## src/rtl/calc_seq_alu.sv

```systemverilog
// Sequential W-bit calculator: one-cycle logic/add/sub, W-cycle shift-add multiply and restoring divide.
// Optional remainder opcode (111) enabled by defining CALC_REM_EN.
module calc_seq_alu #(
   parameter int unsigned W = 4
) (
   input  logic           clk,
   input  logic           rst,
   input  logic           start,
   input  logic [2:0]     op,
   input  logic [W-1:0]   a,
   input  logic [W-1:0]   b,
   output logic           busy,
   output logic           done,
   output logic [2*W-1:0] result,
   output logic           neg,
   output logic           err
);
   localparam int unsigned CNT_W = $clog2(W) + 1;
   localparam int unsigned RW    = 2 * W;

   localparam logic [2:0] OP_ADD = 3'b000;
   localparam logic [2:0] OP_SUB = 3'b001;
   localparam logic [2:0] OP_MUL = 3'b010;
   localparam logic [2:0] OP_DIV = 3'b011;
   localparam logic [2:0] OP_AND = 3'b100;
   localparam logic [2:0] OP_OR  = 3'b101;
   localparam logic [2:0] OP_XOR = 3'b110;
   localparam logic [2:0] OP_REM = 3'b111;

   typedef enum logic [1:0] {IDLE, ITER, FINISH} state_t;

   state_t           state_q, state_d;
   logic [CNT_W-1:0] cnt_q, cnt_d;
   logic [2:0]       op_q, op_d;
   logic [W-1:0]     a_q, a_d, b_q, b_d;
   logic [RW-1:0]    work_q, work_d;
   logic             busy_q, busy_d, done_q, done_d, neg_q, neg_d, err_q, err_d;
   logic [RW-1:0]    result_q, result_d;

   logic             iter_op_c;
   logic [W:0]       mul_sum_c, div_sh_c, div_diff_c;
   logic             div_ge_c;

   // Opcodes that use the iterative datapath
   always_comb begin
`ifdef CALC_REM_EN
      iter_op_c = (op == OP_MUL) || (op == OP_DIV) || (op == OP_REM);
`else
      iter_op_c = (op == OP_MUL) || (op == OP_DIV);
`endif
   end

   // One multiply step (upper half accumulates, product shifts right) and one restoring divide step
   // (upper half is the partial remainder, lower half shifts dividend out and quotient in).
   always_comb begin
      mul_sum_c  = {1'b0, work_q[RW-1:W]} + (work_q[0] ? {1'b0, a_q} : (W+1)'(0));
      div_sh_c   = {work_q[RW-1:W], work_q[W-1]};
      div_diff_c = div_sh_c - {1'b0, b_q};
      div_ge_c   = (div_sh_c >= {1'b0, b_q});
   end

   always_comb begin
      state_d  = state_q;
      cnt_d    = cnt_q;
      op_d     = op_q;
      a_d      = a_q;
      b_d      = b_q;
      work_d   = work_q;
      busy_d   = busy_q;
      done_d   = 1'b0;
      result_d = result_q;
      neg_d    = neg_q;
      err_d    = err_q;

      case (state_q)
         IDLE: begin
            if (start) begin
               op_d   = op;
               a_d    = a;
               b_d    = b;
               work_d = (op == OP_MUL) ? {W'(0), b} : {W'(0), a};
               if (iter_op_c && (b != W'(0))) begin
                  state_d = ITER;
                  cnt_d   = CNT_W'(W);
                  busy_d  = 1'b1;
               end else begin
                  state_d = FINISH;
               end
            end
         end
         ITER: begin
            if (op_q == OP_MUL) begin
               work_d = {mul_sum_c, work_q[W-1:1]};
            end else begin
               work_d = {(div_ge_c ? div_diff_c[W-1:0] : div_sh_c[W-1:0]), work_q[W-2:0], div_ge_c};
            end
            cnt_d = cnt_q - CNT_W'(1);
            if (cnt_q == CNT_W'(1)) begin
               state_d = FINISH;
               busy_d  = 1'b0;
            end
         end
         FINISH: begin
            state_d = IDLE;
            done_d  = 1'b1;
            neg_d   = 1'b0;
            err_d   = 1'b0;
            case (op_q)
               OP_ADD: result_d = RW'(a_q) + RW'(b_q);
               OP_SUB: begin
                  if (a_q >= b_q) begin
                     result_d = RW'(W'(a_q - b_q));
                  end else begin
                     result_d = RW'(W'(b_q - a_q));
                     neg_d    = 1'b1;
                  end
               end
               OP_MUL: result_d = work_q;
               OP_DIV: begin
                  result_d = (b_q == W'(0)) ? {RW{1'b1}} : {W'(0), work_q[W-1:0]};
                  err_d    = (b_q == W'(0));
               end
               OP_AND: result_d = RW'(a_q & b_q);
               OP_OR:  result_d = RW'(a_q | b_q);
               OP_XOR: result_d = RW'(a_q ^ b_q);
               OP_REM: begin
`ifdef CALC_REM_EN
                  result_d = (b_q == W'(0)) ? {RW{1'b1}} : {W'(0), work_q[RW-1:W]};
                  err_d    = (b_q == W'(0));
`else
                  result_d = RW'(0);
                  err_d    = 1'b1;
`endif
               end
               default: result_d = RW'(0);
            endcase
         end
         default: state_d = IDLE;
      endcase
   end

   always_ff @(posedge clk) begin
      if (rst) begin
         state_q  <= IDLE;
         cnt_q    <= CNT_W'(0);
         op_q     <= 3'b000;
         a_q      <= W'(0);
         b_q      <= W'(0);
         work_q   <= RW'(0);
         busy_q   <= 1'b0;
         done_q   <= 1'b0;
         result_q <= RW'(0);
         neg_q    <= 1'b0;
         err_q    <= 1'b0;
      end else begin
         state_q  <= state_d;
         cnt_q    <= cnt_d;
         op_q     <= op_d;
         a_q      <= a_d;
         b_q      <= b_d;
         work_q   <= work_d;
         busy_q   <= busy_d;
         done_q   <= done_d;
         result_q <= result_d;
         neg_q    <= neg_d;
         err_q    <= err_d;
      end
   end

   assign busy   = busy_q;
   assign done   = done_q;
   assign result = result_q;
   assign neg    = neg_q;
   assign err    = err_q;

endmodule

```

## config.mk

```make
export PLATFORM = sky130hd
export DESIGN_NAME = calc_seq_alu
export DESIGN_NICKNAME = d
export VERILOG_FILES = /design/src/rtl/calc_seq_alu.sv
export SDC_FILE = /design/constraint.sdc
export NUM_CORES = 1
export LEC_CHECK = 0
export BUFFER_PORTS_ARGS = -buffer_cell sky130_fd_sc_hd__buf_4
export CAP_MARGIN = 20
export CORE_MARGIN = 2
export CORE_UTILIZATION = 30
export CTS_CLUSTER_DIAMETER = 80
export DETAILED_ROUTE_END_ITERATION = 6
export PLACE_DENSITY_LB_ADDON = 0.05
export SLEW_MARGIN = 30
export SYNTH_ARGS = -nofsm -noshare
export SYNTH_HDL_FRONTEND = slang
export SYNTH_SLANG_ARGS = --single-unit
```

## constraint.sdc

```tcl
create_clock -name clk -period 3.2 [get_ports clk]
set_input_delay 0.32 -clock clk [delete_from_list [all_inputs] [get_ports clk]]
set_output_delay 0.32 -clock clk [all_outputs]
set_load 0.005 [all_outputs]
```

==> metrics.txt <==
status finished, final reports clean; RSZ-0062 raised after global routing no; Inst Count DP 437; share of layout cells above drive strength 1 between 10% and 20%; Hold Path Cell Cnt 3; Die Width 96.4 um; Layout Nets 383; H-tree levels 2; Post-Synthesis Cells 319; maximum root-to-sink buffer count 2; vias in the first global route about 2,200; Syn. warnings 0; antenna-violating nets left 0; Num CTS Buffers 5; final instance area about 3000 um2; drc violations 0; Post-synth EDFFs 0; most frequent cells in the layout nand2_1 (39), dfxtp_1 (36), a21oi_1 (32), buf_4 (30); FP Rows 33; Final min period 2.44 ns; critical path class register to register; Hold Path Class input port to register; synthesized area per cell 8.03 um2; num ports 26; Non-Filler Instances around 440; most common cell after layout, fill and taps aside nand2_1; Synth Area in XOR/XNOR 1.71%; hpwl dp 5250 um; Synth cell types 50; Antenna Cells 0; Starting Density 31.0%; largest net degree at the start of global routing 30; setup violators final 0; setup bufs post-CTS 0; CP Capture Type register; CTS resizes 0; worst slew pin tran 0.794 ns; Core Region between 8000 and 9000 um2; CTS Hold Bufs 0; DR WL/cell 15.5 um; first-pass GRT wire length 11,300 um; Crit Path Max Fanout 8; post-synthesis sequential area ratio 28.1%; DRT iter0 DRCs around 120; TNS Setup 0 ns; Vias 2,289; Worst Path Arrival ~2.6 ns; CTS tree built; largest family of logic cells by synthesized area compound AO/OA/AOI/OAI gates; Synth Area in Compound Gates 23.7%; Synth Cell Area ~2600 um2; peak supply drop 159 uV; main flop type after synthesis dfxtp_1; vias per inst 5.16; CTS Sinks 36; clock skew 0.00658 ns; Die H 96.4 um; FMAX 410 MHz; number of max-cap violations 0; final WL 6870 um; Leak around 1.2 nW; syn nets 363; initial antenna violation count 0; total placed instance area ~2800 um2; CTS clk-pin slew, worst paths 0.08 ns; drt first pass iters 4; IO buf count 25; post-synthesis register bit count 36; PwrDens 393 nW/um2; Skew-Pair Late Insertion Delay roughly 0.29 ns; simple-gate share of the synthesized area 21.0%; clk root buf clkbuf_8; Max-slew headroom 47.0%; total congestion overflow 0; ys async rst share 0%; final slew viol count 0; Worst R2R Path Depth 7; P&R area growth vs syn 14.0%; post-synthesis mux area share approximately 3.6%; Total Routing Usage GR about 16%; DIE AREA 9300 um2; Core Util, Final 35.4%; final hold vios 0; Worst Setup Start Kind register; routability congestion estimate 0.862; part of the cycle the worst path needs 76.3%; Worst Path Required 3.40 ns; Post-Synth Adder-Cell Area 16.1%
## final timing paths
check                               from                endpoint  slack [ns]
hold / removal                      a[0]     a_q[0]$_SDFFE_PP0P_        0.28
hold reg to reg   result[4]$_SDFFE_PP0P_  result[4]$_SDFFE_PP0P_        0.45
setup / recovery     b_q[1]$_SDFFE_PP0P_  result[1]$_SDFFE_PP0P_        0.76
setup reg to reg     b_q[1]$_SDFFE_PP0P_  result[1]$_SDFFE_PP0P_        0.76
## cell type report
class                           count  area (um2)
Inverter                           19        71.3
Sequential cell                    36         721
Clock buffer                        6        72.6
Timing Repair Buffer               30         225
Fill cell                         902        5340
Clock inverter                      1        5.00
Multi-Input combinational cell    247        1700
Tap cell                          105         131
## registers in the layout, summed over array words and instances (netlist names)
| register | cells |
|---|---|
| work_q | 8 |
| err | 1 |
| a_q | 4 |
| neg | 1 |
| cnt_q | 3 |
| busy | 1 |
| state_q | 2 |
| b_q | 4 |
| done | 1 |
| op_q | 3 |
| result | 8 |
## synthesized netlist by cell type, types with 3 or more instances
library cell	instances	area [um2]
nand2b_1	7	43.8
a31oi_1	5	31.3
a21o_1	3	22.5
nand3_1	4	20.0
o22ai_1	3	18.8
nand2_1	39	146
inv_1	19	71.3
dfxtp_1	36	721
ha_1	25	313
and2_1	6	37.5
fa_1	5	100
xnor2_1	4	35.0
a311oi_1	4	35.0
clkbuf_1	11	41.3
a21oi_1	32	160
buf_2	3	15.0
a211oi_1	8	60.1
or2_2	3	18.8
o21ai_0	19	95.1
nor3_1	5	25.0
nor2_1	25	93.8
mux2i_1	7	70.1
nor2b_1	7	43.8
## report_power, final
part | internal [mW] | switching [mW]
registers | 0.476 | 0.0363
clock network | 0.148 | 0.167
logic | 0.140 | 0.180
total | 0.764 | 0.383
## critical path, cell delays in order, from the launching register on
cell and delay [ns]:
dfxtp_1 0.57, inv_1 0.21, ha_1 0.42, o21ai_0 0.14, a221oi_1 0.51, and2_1 0.20, o21ai_0 0.08, a211oi_1 0.24
## kinds of logic after synthesis
logic type / count (synthesis)
simple gates: 108
xor+xnor: 5
fa+ha+maj: 30
compound gates: 95
flops: 36
mux: 9
buf+inv: 36
## stage by stage
| step | hold slack [ns] | power [mW] | setup WS [ns] |
|---|---|---|---|
| after floorplan | 0.448 | 0.742 | 0.980 |
| after global placement | 0.444 | 0.848 | 0.793 |
| after detailed placement | 0.449 | 0.842 | 0.742 |
| after CTS | 0.277 | 1.17 | 0.721 |
| after global routing | 0.291 | 1.23 | 0.512 |
| final | 0.285 | 1.15 | 0.759 |
## routing by layer
| layer | global-route usage (%) | routed length (um) |
|---|---|---|
| met3 | 2.95 | 223 |
| met4 | 3.99 | 88 |
| met5 | 0 | 0 |
| met2 | 25.9 | 3100 |
| met1 | 21.8 | 3460 |
(Power assumes the default switching activity.)
